===== src/rtl/pbit_sweep_scheduler.sv =====
// Gibbs-sampling sweep scheduler for a p-bit array.
// Updates each p-bit in turn with a one-hot enable, leaves settle gaps between
// updates, then hands a network snapshot to the consumer over valid/ready.
module pbit_sweep_scheduler #(
  parameter int unsigned NUM_PBITS     = 3,
  parameter int unsigned SETTLE_CYCLES = 2,
  parameter int unsigned SWEEP_W       = 16
) (
  input  logic                 CLK,
  input  logic                 RST,
  input  logic                 start,
  input  logic                 stop,
  input  logic [SWEEP_W-1:0]   num_sweeps,
  input  logic [NUM_PBITS-1:0] pbit_state,
  output logic [NUM_PBITS-1:0] en,
  output logic                 busy,
  output logic [NUM_PBITS-1:0] sample,
  output logic                 sample_valid,
  input  logic                 sample_ready,
  output logic [SWEEP_W-1:0]   sweep_count,
  output logic                 sweep_done,
  output logic                 stalled
);

  localparam int unsigned IDX_W = (NUM_PBITS > 1) ? $clog2(NUM_PBITS) : 1;
  localparam int unsigned SET_W = (SETTLE_CYCLES > 1) ? $clog2(SETTLE_CYCLES) : 1;

  typedef enum logic [2:0] {
    S_IDLE,
    S_UPDATE,
    S_SETTLE,
    S_CAPTURE,
    S_WAIT_OUT
  } state_t;

  state_t               state_q;
  logic [IDX_W-1:0]     idx_q;
  logic [SET_W-1:0]     settle_cnt_q;
  logic [SWEEP_W-1:0]   target_q;
  logic                 stop_pending_q;
  logic [NUM_PBITS-1:0] en_q;
  logic                 busy_q;
  logic [NUM_PBITS-1:0] sample_q;
  logic                 sample_valid_q;
  logic [SWEEP_W-1:0]   sweep_count_q;
  logic                 sweep_done_q;
  logic                 stalled_q;

  logic                 latch;
  logic                 xfer;
  logic                 last_slot;
  logic                 settle_last;
  logic                 finish_run;
  logic [SWEEP_W-1:0]   count_inc;
  logic [NUM_PBITS-1:0] next_slot_en;

  // Snapshot/handshake decisions and next-slot helpers for the current cycle.
  always_comb begin
    xfer         = sample_valid_q & sample_ready;
    latch        = ((state_q == S_CAPTURE) && (!sample_valid_q || sample_ready)) ||
                   ((state_q == S_WAIT_OUT) && sample_ready);
    count_inc    = (sweep_count_q == {SWEEP_W{1'b1}}) ? sweep_count_q
                                                      : sweep_count_q + SWEEP_W'(1);
    // A stop arriving in the latch cycle itself is honoured at that latch.
    finish_run   = stop_pending_q | stop |
                   ((target_q != '0) && (count_inc == target_q));
    last_slot    = (idx_q == IDX_W'(NUM_PBITS - 1));
    settle_last  = (settle_cnt_q == SET_W'(SETTLE_CYCLES - 1));
    next_slot_en = NUM_PBITS'(1) << (idx_q + IDX_W'(1));
  end

  // Sweep sequencer with registered enables, snapshot register and status.
  always_ff @(posedge CLK) begin
    if (RST) begin
      state_q        <= S_IDLE;
      idx_q          <= '0;
      settle_cnt_q   <= '0;
      target_q       <= '0;
      stop_pending_q <= 1'b0;
      en_q           <= '0;
      busy_q         <= 1'b0;
      sample_q       <= '0;
      sample_valid_q <= 1'b0;
      sweep_count_q  <= '0;
      sweep_done_q   <= 1'b0;
      stalled_q      <= 1'b0;
    end else begin
      sweep_done_q <= 1'b0;

      if (latch) begin
        sample_q       <= pbit_state;
        sample_valid_q <= 1'b1;
        sweep_done_q   <= 1'b1;
        sweep_count_q  <= count_inc;
      end else if (xfer) begin
        sample_valid_q <= 1'b0;
      end

      if ((state_q != S_IDLE) && stop) begin
        stop_pending_q <= 1'b1;
      end

      case (state_q)
        S_IDLE: begin
          en_q <= '0;
          if (start) begin
            state_q        <= S_UPDATE;
            idx_q          <= '0;
            en_q           <= NUM_PBITS'(1);
            busy_q         <= 1'b1;
            sweep_count_q  <= '0;
            target_q       <= num_sweeps;
            stop_pending_q <= 1'b0;
          end
        end

        S_UPDATE: begin
          en_q <= '0;
          if (SETTLE_CYCLES > 0) begin
            state_q      <= S_SETTLE;
            settle_cnt_q <= '0;
          end else if (!last_slot) begin
            state_q <= S_UPDATE;
            idx_q   <= idx_q + IDX_W'(1);
            en_q    <= next_slot_en;
          end else begin
            state_q <= S_CAPTURE;
          end
        end

        S_SETTLE: begin
          en_q <= '0;
          if (!settle_last) begin
            settle_cnt_q <= settle_cnt_q + SET_W'(1);
          end else if (!last_slot) begin
            state_q <= S_UPDATE;
            idx_q   <= idx_q + IDX_W'(1);
            en_q    <= next_slot_en;
          end else begin
            state_q <= S_CAPTURE;
          end
        end

        S_CAPTURE, S_WAIT_OUT: begin
          en_q <= '0;
          if (latch) begin
            stalled_q <= 1'b0;
            if (finish_run) begin
              state_q <= S_IDLE;
              busy_q  <= 1'b0;
            end else begin
              state_q <= S_UPDATE;
              idx_q   <= '0;
              en_q    <= NUM_PBITS'(1);
            end
          end else begin
            state_q   <= S_WAIT_OUT;
            stalled_q <= 1'b1;
          end
        end

        default: begin
          state_q   <= S_IDLE;
          en_q      <= '0;
          busy_q    <= 1'b0;
          stalled_q <= 1'b0;
        end
      endcase
    end
  end

  assign en           = en_q;
  assign busy         = busy_q;
  assign sample       = sample_q;
  assign sample_valid = sample_valid_q;
  assign sweep_count  = sweep_count_q;
  assign sweep_done   = sweep_done_q;
  assign stalled      = stalled_q;

endmodule


===== config.mk =====
export PLATFORM = sky130hd
export DESIGN_NAME = pbit_sweep_scheduler
export DESIGN_NICKNAME = d
export VERILOG_FILES = /design/src/rtl/pbit_sweep_scheduler.sv
export SDC_FILE = /design/constraint.sdc
export NUM_CORES = 1
export LEC_CHECK = 0
export CAP_MARGIN = 20
export CORE_ASPECT_RATIO = 0.5
export CORE_UTILIZATION = 30
export CTS_BUF_LIST = sky130_fd_sc_hd__clkbuf_16
export CTS_CLUSTER_DIAMETER = 60
export CTS_CLUSTER_SIZE = 20
export DETAILED_ROUTE_END_ITERATION = 8
export HOLD_SLACK_MARGIN = 0.03
export PLACE_DENSITY = 0.56
export SYNTH_ARGS = -nofsm -noshare
export SYNTH_HDL_FRONTEND = slang
export SYNTH_SLANG_ARGS = --single-unit

===== constraint.sdc =====
create_clock -name CLK -period 2.6 [get_ports CLK]
set_input_delay 0.26 -clock CLK [delete_from_list [all_inputs] [get_ports CLK]]
set_output_delay 0.26 -clock CLK [all_outputs]
set_load 0.01 [all_outputs]

==> impl_metrics.py, run 1 <==
metrics = {
    "run_status": {
        "outcome": "finished clean",
    },
    "synth": {
        "syn-cell-area_um2": 2770,
        "muxShareOfSynthArea_pct": 4.42,
        "yosysTopAreaCellShare_pct": 35.4,
        "synth_edf_count": 0,
        "synthCells": 348,
        "yosys.area_share.simple_pct": 28.1,
        "yosysWarnings": 0,
        "synth_compound_area_share_pct": 15.2,
        "synth_flop_cell": "dfxtp_1",
        "synth.cells.most_frequent": "56 x nand2_1, 49 x dfxtp_1, 38 x nor2_1",
        "synthDistinctLibCells": 54,
        "yosysSeqAreaShare_pct": 35.4,
        "yosys.area_share.adder_pct": 2.26,
        "synth_largest_area_cell": "dfxtp_1",
        "ys_ff_latch": 49,
        "synth.avg_cell_area_um2": 7.97,
        "yosys-top-cells-area": "dfxtp_1 35%, nand2_1 7.6%, xnor2_1 5.4%",
        "synth_top_family_by_area": "simple AND/OR/NAND/NOR gates",
        "synth-xor-area-share_pct": 9.79,
        "synth_nets": 377,
        "synth_most_common_cell": "nand2_1",
        "synth-async-reset-ratio_pct": 0,
    },
    "routing": {
        "ant_nets": 0,
        "via_per_inst": 4.89,
        "wire_per_inst_um": 14.3,
        "drt_iter0_markers": 252,
        "drc": 0,
        "first_pass_iters": 4,
        "totalWireLength_um": 7590,
        "vias": 2598,
    },
    "placement": {
        "post-place-ws_ns": 0.137,
        "post_dp_cell_area_um2": 3550,
        "routabilityCongestion": 0.874,
        "portBuffers": 49,
        "dp_hpwl_um": 5930,
        "dp_cells": 523,
    },
    "global_route": {
        "grt_pass1_wl_um": 12100,
        "antenna_found_initial": 0,
        "first_global_vias": 2376,
        "track_usage_pct": 16.1,
        "grt_max_degree": 23,
        "overflow": 0,
    },
    "clock_network": {
        "clock-sinks": 49,
        "cts-root-buf": "clkbuf_16",
        "insertion_delay_ns": 0.29,
        "cts_resized": 0,
        "cts_tree": "done",
        "ctsLongestPathBuffers": 2,
        "htreeDepth": 2,
        "post-cts-setup-buffers": 0,
        "numCtsBuffers": 5,
        "path_clk_slew_ns": 0.07,
    },
    "sta": {
        "skew_ns": 0.00267,
        "period_share_pct": 97.4,
        "rsz0062_at_grt": "yes",
        "finalWorstSetupSlack_ns": 0.0669,
        "hold_viol_final": 0,
        "setup_viol": 0,
        "maxSlewViolCount": 0,
        "max_slew_margin_pct": 49.5,
        "post-route-min-period_ns": 2.53,
        "max_freq_mhz": 395,
        "worstMarginPinSlew_ns": 0.758,
    },
    "die": {
        "dieWidth_um": 138,
        "boundaryPins": 50,
        "fp-row-count": 24,
        "die_y_um": 70.0,
        "core_um2": 8830,
        "start_util_pct": 31.4,
        "dieArea_um2": 9660,
    },
    "setup_path": {
        "startpoint_type": "register",
        "worst_r2r_path_depth": 8,
        "cp-end-kind": "register",
        "path_class": "reg2reg",
        "path_max_fanout": 2,
        "required_ns": 2.80,
        "cp.arrival_ns": 2.74,
    },
    "cells_and_area": {
        "fin_cells": 531,
        "fin_nets": 442,
        "n_antenna_cell": 0,
        "multi_input_area_um2": 1660,
        "regArea_um2": 983,
        "area_delta_synth_final_pct": 33.4,
        "fillCellCount": 925,
        "drive_gt1_share_pct": 14.5,
        "stdcell_area_um2": 3700,
    },
    "min_path": {
        "hold_path_class": "reg2reg",
        "min_path_cells": 2,
    },
    "power": {
        "powerDensity_nw_per_um2": 460,
        "leakage_nw": 1.38,
        "peakVddDrop_mv": 0.246,
    },
    "flow_run": {
        "drv_cap": 0,
    },
}
[per-layer routing]
metal | wire length [um] | share of wire [%] | GRT usage, %
met1 | 3850 | 51 | 23.5
met5 | 0 | 0 | 0
met3 | 341 | 4.5 | 2.40
met4 | 58 | 0.76 | 3.26
met2 | 3340 | 44 | 24.7
[state kept, by name (all words and copies together), names as in the netlist]
signal,cells
target_q,16
busy,1
stop_pending_q,1
settle_cnt_q,1
sweep_done,1
sweep_count,16
idx_q,2
en,3
stalled,1
sample,3
state_q,3
sample_valid,1
[power breakdown]
| part | internal, mW | total (mW) | leakage, nW | switching, mW |
|---|---|---|---|---|
| clock network | 0.358 | 0.650 | 0.0702 | 0.292 |
| logic | 0.118 | 0.245 | 0.910 | 0.127 |
| registers | 0.779 | 0.808 | 0.399 | 0.0295 |
| total | 1.26 | 1.70 | 1.38 | 0.448 |
[kinds of logic (layout without fill, tap and decap cells)]
logic type	after synthesis	in the layout
AO/OA/AOI/OAI	61	61
XOR/XNOR	31	31
multiplexers	12	12
AND/OR/NAND/NOR	158	158
adder cells (fa/ha/maj)	5	5
buffers and inverters	32	98
flip-flops	49	49
[final cells by class]
type | instances | area share (%)
well taps | 117 | 3.96
clock inverters | 3 | 0.575
repair buffers | 80 | 19.5
multi-input cells | 267 | 45.0
inverters | 10 | 1.01
flip-flops and latches | 49 | 26.6
clock buffers | 5 | 3.38
[stage by stage]
stage	util [%]	hold WS [ns]	total power, mW	setup TNS [ns]
detailed placement	40.3	0.454	1.07	0
floorplan	-	0.396	0.971	0
CTS	41.9	0.474	1.72	0
global route	41.9	0.505	1.78	-0.0129
global placement	40.3	0.454	1.07	0
finish	41.9	0.474	1.70	0
[layout by cell type (no fill, tap or decap), types with 5 or more instances in the layout]
master           synthesis  layout
clkdlybuf4s50_1          0      49
nand4_1                  6       6
nor4_1                   7       6
clkbuf_16                0       5
a21oi_1                 27      27
buf_4                    1      31
nor2_1                  38      38
xor2_1                  14      14
nand2_1                 56      56
nand3_1                  9       9
xnor2_1                 17      17
nor2b_1                  5       5
nor3_1                   6       6
ha_1                     5       5
mux2i_1                 10      10
nand2b_1                 7       7
inv_1                    9       9
dfxtp_1                 49      47
o21ai_0                  6       6
[what timing repair did]
action                                 CTS  global route
endpoints found under the hold margin    0             0
hold buffers                             0             0
setup endpoints to repair                0             1
[worst max-delay path: stages (launching register included)]
cell and delay (ns):
dfxtp_2 0.33, ha_1 0.16, nand3_1 0.14, nor4_2 0.35
mux2_2 0.37, a2111o_1 0.41, nor4_2 0.27, a31oi_1 0.19
o32ai_1 0.23
[worst paths after layout]
kind / startpoint / endpoint / slack (ns)
setup / recovery: sweep_count[0] / idx_q[0] / 0.07
hold / removal: stalled / stalled / 0.47
setup reg to reg: sweep_count[0] / idx_q[0] / 0.07
hold reg to reg: stalled / stalled / 0.47
Note: power is estimated with default switching activity, not from simulation.
==> inputs of run 2 (changes only) <==
--- a/config.mk
+++ b/config.mk
@@ -5,6 +5,7 @@
 export SDC_FILE = /design/constraint.sdc
 export NUM_CORES = 1
 export LEC_CHECK = 0
+export ABC_AREA = 1
 export CAP_MARGIN = 20
 export CORE_ASPECT_RATIO = 0.5
 export CORE_UTILIZATION = 30
==> run 2 against run 1 <==
Effect of this change:
- sequential share of layout area increased by 1.5 points
- final cell count grew 10%
- non-clock buffer count fell by 23
- worst hold slack better by 0.0016 ns
- die area decreased by 1.7%
- clock power up 2%
- critical endpoint unchanged
- largest power group is now combinational logic
- highest routed layer unchanged
==> impl_metrics.py, run 2 <==
metrics = {
    "run_status": {
        "outcome": "finished clean",
    },
    "global_route": {
        "grt_pass1_wl_um": 12500,
        "first_global_vias": 2473,
        "grt_max_degree": 33,
        "overflow": 0,
        "antenna_found_initial": 0,
        "track_usage_pct": 16.9,
    },
    "cells_and_area": {
        "layout_commonest_cell": "nand2_1",
        "multi_input_area_um2": 1450,
        "n_antenna_cell": 0,
        "fin_nets": 496,
        "drive_gt1_share_pct": 7.69,
        "fin_util_pct": 40.1,
        "regArea_um2": 986,
        "fillCellCount": 935,
        "final_cell_mix": "87 x nand2_1, 61 x inv_1, 55 x nor2_1, 49 x clkdlybuf4s50_1, 47 x dfxtp_1",
        "area_delta_synth_final_pct": 29.0,
        "fin_cells": 585,
    },
    "synth": {
        "yosysTopAreaCellShare_pct": 36.0,
        "synth.cells.most_frequent": "87 x nand2_1, 61 x inv_1, 55 x nor2_1",
        "yosysSeqAreaShare_pct": 36.0,
        "synth_most_common_cell": "nand2_1",
        "yosys-top-cells-area": "dfxtp_1 36%, nand2_1 12%, inv_1 8.4%",
        "ys_ff_latch": 49,
        "synth_nets": 444,
        "synth.avg_cell_area_um2": 6.57,
        "synth_flop_cell": "dfxtp_1",
        "yosysWarnings": 0,
        "syn-cell-area_um2": 2730,
        "synth_largest_area_cell": "dfxtp_1",
        "synthCells": 415,
        "synth-async-reset-ratio_pct": 0,
        "synthDistinctLibCells": 32,
        "synth_edf_count": 0,
    },
    "setup_path": {
        "required_ns": 2.80,
        "worst_r2r_path_depth": 20,
        "path_class": "reg2reg",
        "path_max_fanout": 17,
        "cp.arrival_ns": 2.52,
        "cp-end-kind": "register",
        "startpoint_type": "register",
        "r2r-start": "sweep_count[0]",
        "r2r-end": "idx_q[0]",
        "regToRegSetupSlack_ns": 0.27,
        "crit_start": "sweep_count[0]",
    },
    "routing": {
        "via_per_inst": 4.63,
        "first_pass_iters": 4,
        "drt_iter0_markers": 187,
        "wire_per_inst_um": 12.4,
        "ant_nets": 0,
        "totalWireLength_um": 7280,
        "vias": 2708,
        "drc": 0,
    },
    "sta": {
        "setup_viol": 0,
        "max_freq_mhz": 430,
        "max_slew_margin_pct": 60.4,
        "hold_viol_final": 0,
        "fin_tns_setup_ns": 0,
        "skew_ns": 0.00704,
        "worstMarginPinSlew_ns": 0.594,
        "rsz0062_at_grt": "no",
        "maxSlewViolCount": 0,
        "post-route-min-period_ns": 2.33,
        "period_share_pct": 89.5,
    },
    "clock_network": {
        "path_clk_slew_ns": 0.07,
        "cts-root-buf": "clkbuf_16",
        "postCtsHoldBufs": 0,
        "numCtsBuffers": 5,
        "cts_tree": "done",
        "htreeDepth": 2,
        "insertion_delay_ns": 0.30,
        "clock-sinks": 49,
        "ctsLongestPathBuffers": 2,
    },
    "min_path": {
        "hold_start": "stalled",
        "hold_path_class": "reg2reg",
        "hold_end": "stalled",
        "min_path_cells": 2,
    },
    "die": {
        "core_um2": 8770,
        "dieWidth_um": 137,
        "start_util_pct": 31.1,
        "die_y_um": 69.4,
        "boundaryPins": 50,
        "dieArea_um2": 9500,
        "fp-row-count": 24,
    },
    "flow_run": {
        "drv_cap": 0,
    },
    "power": {
        "peakVddDrop_mv": 0.381,
        "powerDensity_nw_per_um2": 900,
        "leakage_nw": 1.57,
    },
    "placement": {
        "dp_hpwl_um": 5630,
        "dp_cells": 576,
        "portBuffers": 49,
        "routabilityCongestion": 0.922,
    },
}
run 2: cell types whose count changed after synthesis, moves of 17 or more:
| cell | change |
|---|---|
| inv_1 | +52 |
| nand2_1 | +31 |
| nand3_1 | +26 |
| nor2_1 | +17 |
| o21ai_0 | +18 |
| xnor2_1 | -17 |
run 2: cell families (layout without fill, tap and decap cells):
family                   Yosys count  after routing  share of synthesized area (%)
buffers and inverters             75            128                           10.9
AND/OR/NAND/NOR                  207            207                           33.8
AO/OA/AOI/OAI                     73             73                           14.8
XOR/XNOR                           6              6                           2.20
adder cells (fa/ha/maj)            5              5                           2.29
flip-flops                        49             49                           36.0
run 2: layout make-up:
cell class / count / area share (%)
multi-input cells: 291 / 41.2
flip-flops and latches: 49 / 28.0
repair buffers: 57 / 15.7
inverters: 63 / 6.79
well taps: 117 / 4.16
clock buffers: 5 / 3.56
clock inverters: 3 / 0.605
run 2: how the worst max path moves through the flow:
stage          endpoint  slack [ns]  depth (start not counted)
2_1_floorplan  idx_q[0]        0.40                         18
3_3_place_gp   idx_q[1]        0.28                         20
3_5_place_dp   idx_q[0]        0.21                         20
4_1_cts        idx_q[0]        0.18                         20
5_1_grt        idx_q[0]       0.005                         20
6_report       idx_q[0]        0.27                         20
run 2: metrics by stage:
step | worst slack, ns | hold slack [ns] | power [mW] | area [um^2]
6_report | 0.272 | 0.476 | 3.17 | 3520
5_1_grt | 0.00513 | 0.510 | 3.46 | 3520
4_1_cts | 0.184 | 0.475 | 3.20 | 3500
3_5_place_dp | 0.210 | 0.456 | 2.53 | 3360
3_3_place_gp | 0.285 | 0.461 | 2.53 | 3360
2_1_floorplan | 0.401 | 0.338 | 2.05 | 2730
run 2: worst max-delay path: stages (launching register included):
cell and delay (ns):
dfxtp_4 0.37, ha_1 0.18, nand2_1 0.11, nor2_4 0.17, nand2_4 0.08, nor2_4 0.16, inv_4 0.12, nand2_1 0.09
nand2_1 0.06, nand2_1 0.06, nand2_1 0.06, nor2_1 0.10, nand3_1 0.08, nor2_2 0.11, nand2_2 0.08, nand2_1 0.06
nand2_1 0.05, nand2_2 0.08, inv_1 0.06, nor2_1 0.09, nor2_1 0.05
run 2: where the power goes:
group          switching, mW  internal, mW  leakage [nW]
sequential             0.163         0.953         0.402
combinational          0.830         0.558          1.10
clock                  0.302         0.359        0.0718
total                   1.30          1.87          1.57
run 2: what timing repair did:
action | CTS | global route
resized for setup | 0 | 3
buffers inserted | 0 | 1
endpoints found under the setup margin | 0 | 2
run 2: per-layer routing:
layer | vias to the layer above | GRT usage [%] | wire length, um
met1 | 1211 | 24.5 | 3820
li1 | 1440 | - | -
met5 | - | 0 | 0
met4 | 0 | 4.76 | 74
met3 | 6 | 3.87 | 344
met2 | 51 | 24.9 | 3040
